`src/rtl/dbg_console_master.sv`:
```
// Debug console bus master: buffers characters in a small FIFO and writes each one to
// the console data register, then reports a test result word once the FIFO has drained.
module dbg_console_master #(
  parameter logic [31:0] BASE_ADDR    = 32'hE000_FFF0,
  parameter int unsigned FIFO_DEPTH   = 8,
  parameter int unsigned RESP_TIMEOUT = 255
) (
  input  logic        clk_i,
  input  logic        rst_i,
  input  logic        char_valid,
  input  logic [7:0]  char_data,
  output logic        char_ready,
  input  logic        done_req,
  input  logic [31:0] done_code,
  output logic [31:0] m_address,
  output logic [31:0] m_writedata,
  output logic        m_write,
  output logic        m_read,
  output logic [3:0]  m_byteenable,
  output logic [4:0]  m_burstcount,
  input  logic        m_waitrequest,
  input  logic        m_writeresponsevalid,
  input  logic [1:0]  m_response,
  output logic        busy,
  output logic        done,
  output logic        err_resp,
  output logic        err_timeout
);

  localparam int unsigned AW = $clog2(FIFO_DEPTH);
  localparam int unsigned CW = AW + 1;
  localparam logic [15:0] TimerLast = 16'(RESP_TIMEOUT - 1);

  typedef enum logic [1:0] {StIdle, StCmd, StResp, StFinished} state_e;

  state_e          r_state;
  state_e          w_state_next;
  logic [7:0]      r_mem [FIFO_DEPTH];
  logic [AW-1:0]   r_wptr;
  logic [AW-1:0]   r_rptr;
  logic [CW-1:0]   r_count;
  logic            r_pend;
  logic [31:0]     r_code;
  logic [31:0]     r_addr;
  logic [31:0]     r_data;
  logic [3:0]      r_be;
  logic            r_is_result;
  logic [15:0]     r_timer;
  logic            r_err_resp;
  logic            r_err_timeout;

  logic            w_full;
  logic            w_nonempty;
  logic            w_push;
  logic            w_pop;
  logic            w_load_char;
  logic            w_load_res;
  logic            w_complete;
  logic            w_clr_timer;
  logic            w_timeout;
  logic            w_resp_err;
  logic [7:0]      w_head;

  assign w_full     = (r_count == CW'(FIFO_DEPTH));
  assign w_nonempty = (r_count != '0);
  // char_ready is held low while reset is applied, not just once the FIFO clears.
  assign char_ready = ~rst_i & ~w_full;
  assign w_push     = char_valid & char_ready;
  assign w_head     = r_mem[r_rptr];
  // Only a response that actually arrived can flag an error; a timeout carries none.
  assign w_resp_err = w_complete & m_writeresponsevalid & (m_response != 2'b00);

  assign m_address    = r_addr;
  assign m_writedata  = r_data;
  assign m_byteenable = r_be;
  assign m_write      = (r_state == StCmd);
  assign m_read       = 1'b0;
  assign m_burstcount = 5'd1;
  assign busy         = (r_state == StCmd) || (r_state == StResp) || w_nonempty;
  assign done         = (r_state == StFinished);
  assign err_resp     = r_err_resp;
  assign err_timeout  = r_err_timeout;

  // Next-state decode and per-cycle control strobes.
  always_comb begin
    w_state_next = r_state;
    w_pop        = 1'b0;
    w_load_char  = 1'b0;
    w_load_res   = 1'b0;
    w_complete   = 1'b0;
    w_clr_timer  = 1'b0;
    w_timeout    = 1'b0;
    unique case (r_state)
      StIdle: begin
        // Characters always win over a pending result so the report comes last.
        if (w_nonempty) begin
          w_pop        = 1'b1;
          w_load_char  = 1'b1;
          w_state_next = StCmd;
        end else if (r_pend) begin
          w_load_res   = 1'b1;
          w_state_next = StCmd;
        end
      end
      StCmd: begin
        if (!m_waitrequest) begin
          if (m_writeresponsevalid) begin
            w_complete = 1'b1;
          end else begin
            w_clr_timer  = 1'b1;
            w_state_next = StResp;
          end
        end
      end
      StResp: begin
        if (m_writeresponsevalid) begin
          w_complete = 1'b1;
        end else if (r_timer == TimerLast) begin
          w_timeout  = 1'b1;
          w_complete = 1'b1;
        end
      end
      StFinished: ;
      default: w_state_next = StIdle;
    endcase
    if (w_complete) begin
      w_state_next = r_is_result ? StFinished : StIdle;
    end
  end

  // State register.
  always_ff @(posedge clk_i or posedge rst_i) begin
    if (rst_i) begin
      r_state <= StIdle;
    end else begin
      r_state <= w_state_next;
    end
  end

  // FIFO storage; contents need no reset because count gates every read.
  always_ff @(posedge clk_i) begin
    if (w_push) begin
      r_mem[r_wptr] <= char_data;
    end
  end

  // FIFO pointers and occupancy; pointers wrap naturally at the power-of-two depth.
  always_ff @(posedge clk_i or posedge rst_i) begin
    if (rst_i) begin
      r_wptr  <= '0;
      r_rptr  <= '0;
      r_count <= '0;
    end else begin
      if (w_push) r_wptr <= r_wptr + AW'(1);
      if (w_pop)  r_rptr <= r_rptr + AW'(1);
      unique case ({w_push, w_pop})
        2'b10:   r_count <= r_count + CW'(1);
        2'b01:   r_count <= r_count - CW'(1);
        default: ;
      endcase
    end
  end

  // Latched end-of-test request; a newer request overwrites the code.
  always_ff @(posedge clk_i or posedge rst_i) begin
    if (rst_i) begin
      r_pend <= 1'b0;
      r_code <= '0;
    end else if (done_req && (r_state != StFinished)) begin
      r_pend <= 1'b1;
      r_code <= done_code;
    end else if (w_load_res) begin
      r_pend <= 1'b0;
    end
  end

  // Command registers, loaded once when leaving IDLE and held through any stall.
  always_ff @(posedge clk_i or posedge rst_i) begin
    if (rst_i) begin
      r_addr      <= '0;
      r_data      <= '0;
      r_be        <= '0;
      r_is_result <= 1'b0;
    end else if (w_load_char) begin
      r_addr      <= BASE_ADDR;
      r_data      <= {w_head, 24'h0};
      r_be        <= 4'b1000;
      r_is_result <= 1'b0;
    end else if (w_load_res) begin
      r_addr      <= BASE_ADDR + 32'd8;
      r_data      <= {r_code[7:0], r_code[15:8], r_code[23:16], r_code[31:24]};
      r_be        <= 4'b1111;
      r_is_result <= 1'b1;
    end
  end

  // Response wait timer, counting cycles spent in RESP.
  always_ff @(posedge clk_i or posedge rst_i) begin
    if (rst_i) begin
      r_timer <= '0;
    end else if (w_clr_timer) begin
      r_timer <= '0;
    end else if (r_state == StResp) begin
      r_timer <= r_timer + 16'd1;
    end
  end

  // Sticky error flags.
  always_ff @(posedge clk_i or posedge rst_i) begin
    if (rst_i) begin
      r_err_resp    <= 1'b0;
      r_err_timeout <= 1'b0;
    end else begin
      if (w_resp_err) r_err_resp    <= 1'b1;
      if (w_timeout)  r_err_timeout <= 1'b1;
    end
  end

endmodule

```
`config.mk`:
```
export PLATFORM = sky130hd
export DESIGN_NAME = dbg_console_master
export DESIGN_NICKNAME = d
export VERILOG_FILES = /design/src/rtl/dbg_console_master.sv
export SDC_FILE = /design/constraint.sdc
export NUM_CORES = 1
export LEC_CHECK = 0
export ABC_AREA = 1
export CORE_AREA = 5 5 129 131
export CTS_CLUSTER_SIZE = 12
export DETAILED_ROUTE_END_ITERATION = 10
export DIE_AREA = 0 0 134 136
export PLACE_DENSITY = 0.77
export SYNTH_ARGS = -nofsm -noshare
export SYNTH_HDL_FRONTEND = slang
export SYNTH_SLANG_ARGS = --single-unit
```
`constraint.sdc`:
```
create_clock -name clk_i -period 3.4 [get_ports clk_i]
set_input_delay 0.68 -clock clk_i [delete_from_list [all_inputs] [get_ports clk_i]]
set_output_delay 0.68 -clock clk_i [all_outputs]
set_load 0.1 [all_outputs]
```
==> out/qor.txt <==
run status: complete, no violations
final number of hold-violating endpoints: 0
max cap viols: 0
Syn Area/Cell: 11.6 sq um
Yosys top cell by area: dfrtp_1
Post-route DRC: 0
Die Ht: 136 um
Inst Count DP: 866
critical path endpoint category: register
Setup Fix Bufs, Post-CTS: 0
Clock transition at path regs: 60 ps
Ys Warns: 0
IO buf count: 105
critical path class: register to register
first-pass iteration count of the detailed router: 5
final std cells w/o fill: 899
CTS tree: built
core area: 0.0155 sq mm
FILL cells: 1256
GPL Wtd Cong: 0.821
Top Ports: 128
GR Overflow Total: 0
Worst Hold Class: register to register
max frequency: 0.345 GHz
DP HPWL: 10700 um
Slew Limit Fails: 0
LEAKAGE: 3.84 nW
DRT iter0 DRCs: 289
cell area power density: 520 mW/mm^2
arrival time worst endpoint: 3200 ps
row count: 46
commonest non-fill, non-tap cell in the layout: dfrtp_1
number of global-route vias before repair: 4838
Crit path required time: 3700 ps
H-tree Lvls: 4
Max VDD drop: 0.000330 V
initial antenna violation count: 1
Max Root-Sink Buffers: 2
Fin Setup TNS: 0 ps
number of distinct library cells after synthesis: 39
CTS Hold Buffers Added: 0
# setup viols final: 0
min Tclk post-route: 2900 ps
RSZ-0062 raised after global routing: false
worst rel slew slack: 0.350
Clock Sinks: 161
largest net degree at the start of global routing: 55
CP max FO: 15
register area share after synthesis: 0.619
critical path startpoint category: register
first-pass GRT wire length: 24500 um
cts bufs inserted: 17
die width: 134 um
clk_skew: 6.98 ps
proportion of layout cells with a drive suffix above 1: 0.205
wire per inst: 16.9 um
global-route usage over all layers: 0.172
WL final: 15200 um
area share of the largest cell type after synthesis: 0.346
synthesis-stage register bit count: 161
DR vias/cell: 5.24
routed vias: 4713
Slew @ Worst Pin: 972 ps
antenna-violating nets left: 0
Final Cycle Share: 0.852
die area: 0.0182 sq mm
clk root buf: clkbuf_16
nets: 754
Initial Util: 0.454
synthesized area: 0.00702 sq mm
Layout Area Growth over Synthesis: 20.6%
Synth Instances: 603
main area contributors after synthesis: dfrtp_1, edfxtp_1, mux2_2, buf_4, o21ai_0
Resized cells post-CTS: 0
Worst-Skew Late Latency: 420 ps
most frequent cells in the layout: dfrtp_1, nor2_1, edfxtp_1, buf_4, o21ai_0
cell usage after synthesis:
master	count
dfrtp_1	97
nor2_1	67
edfxtp_1	64
o21ai_0	55
nand2_1	51
buf_4	43
inv_1	40
mux2_2	32
a22o_1	24
a21oi_1	20
ha_1	12
nand3_1	12
o221ai_1	10
clkbuf_1	8
o211ai_1	6
o22ai_1	6
nor3_1	5
xor2_1	5
buf_1	4
buf_2	4
nand4_1	4
nand2_2	3
nand3_2	3
nor2_2	3
o21bai_1	3
or2_2	3
a211oi_1	2
conb_1	2
inv_2	2
nor2_4	2
nor3_4	2
nor3b_1	2
a31oi_1	1
and3_1	1
fa_1	1
o21a_1	1
o31ai_1	1
or2_4	1
xnor2_1	1
cell type report:
type	instances	area, sq um	share of cell area
Clock inverter	14	118	0.0139
Inverter	42	160	0.0189
Timing Repair Buffer	110	961	0.113
Tap cell	192	240	0.0284
Clock buffer	18	429	0.0507
Antenna cell	1	2.50	0.000295
Sequential cell	161	4350	0.513
Multi-Input combinational cell	361	2210	0.261
cells by family (layout without fill, tap and decap cells):
kind of cell             after synthesis  count (layout)  synth area share
multiplexers                          32              32            0.0513
flip-flops                           161             161             0.619
AO/OA/AOI/OAI                        129             129             0.116
AND/OR/NAND/NOR                      159             159             0.103
buffers and inverters                101             184            0.0777
other                                  2              23           0.00107
adder cells (fa/ha/maj)               13              13            0.0242
XOR/XNOR                               6               6           0.00748
final timing paths:
kind                       slack (ps)                     from  depth (start not counted)                     endpoint
setup / recovery                  500   r_state[0]$_DFFE_PP0P_                         13       r_count[3]$_DFFE_PP0P_
hold / removal                    470  err_timeout$_DFFE_PP0P_                          2      err_timeout$_DFFE_PP0P_
setup reg to reg                  500   r_state[0]$_DFFE_PP0P_                         13       r_count[3]$_DFFE_PP0P_
hold reg to reg                   470  err_timeout$_DFFE_PP0P_                          2      err_timeout$_DFFE_PP0P_
max in group asynchronous        1950                    rst_i                          3  m_writedata[26]$_DFFE_PP0P_
min in group asynchronous         770                    rst_i                          2        r_wptr[0]$_DFFE_PP0P_
power by group:
| part | leakage [nW] | switching [mW] | total (mW) | internal (mW) |
|---|---|---|---|---|
| Combinational | 1.71 | 0.343 | 0.472 | 0.129 |
| Sequential | 1.87 | 0.0491 | 2.17 | 2.12 |
| Clock | 0.262 | 0.805 | 1.76 | 0.955 |
registers in the layout (all words and copies together) (netlist names):
name	cells
err_resp	1
r_timer	16
r_code	32
r_mem	64
r_wptr	3
err_timeout	1
r_count	4
r_rptr	3
m_address	1
m_byteenable	1
r_state	2
m_writedata	32
r_pend	1
metrics by stage:
step | total power, mW | instance area [sq um] | setup slack (ps) | util | hold slack (ps)
6_report | 4.40 | 8470 | 503 | 0.547 | 474
5_1_grt | 4.57 | 8470 | 279 | 0.547 | 509
4_1_cts | 4.44 | 8470 | 507 | 0.547 | 481
3_5_place_dp | 2.68 | 7920 | 495 | 0.512 | 467
3_3_place_gp | 2.66 | 7920 | 549 | 0.512 | 455
2_1_floorplan | 2.55 | 7110 | 136 | - | 460
routing by layer:
metal,wire length (um),GRT usage,share of wire,up-vias
li1,-,-,-,2229
met5,0,0,0,-
met1,6230,0.205,0.41,2349
met2,8000,0.304,0.53,114
met4,286,0.0617,0.019,0
met3,688,0.0415,0.045,21
critical path, stage by stage (launching register included):
cell      delay (ps)
dfrtp_1          400
inv_1            140
ha_1             170
inv_1             90
nor2_2           600
ha_1             350
ha_1             290
nand2_1           70
nor2_1            40
a211oi_1         230
nor2_1            70
nor2_1            90
nand2_1           70
xor2_1           150
No activity file was read; power rests on OpenSTA's default activity.
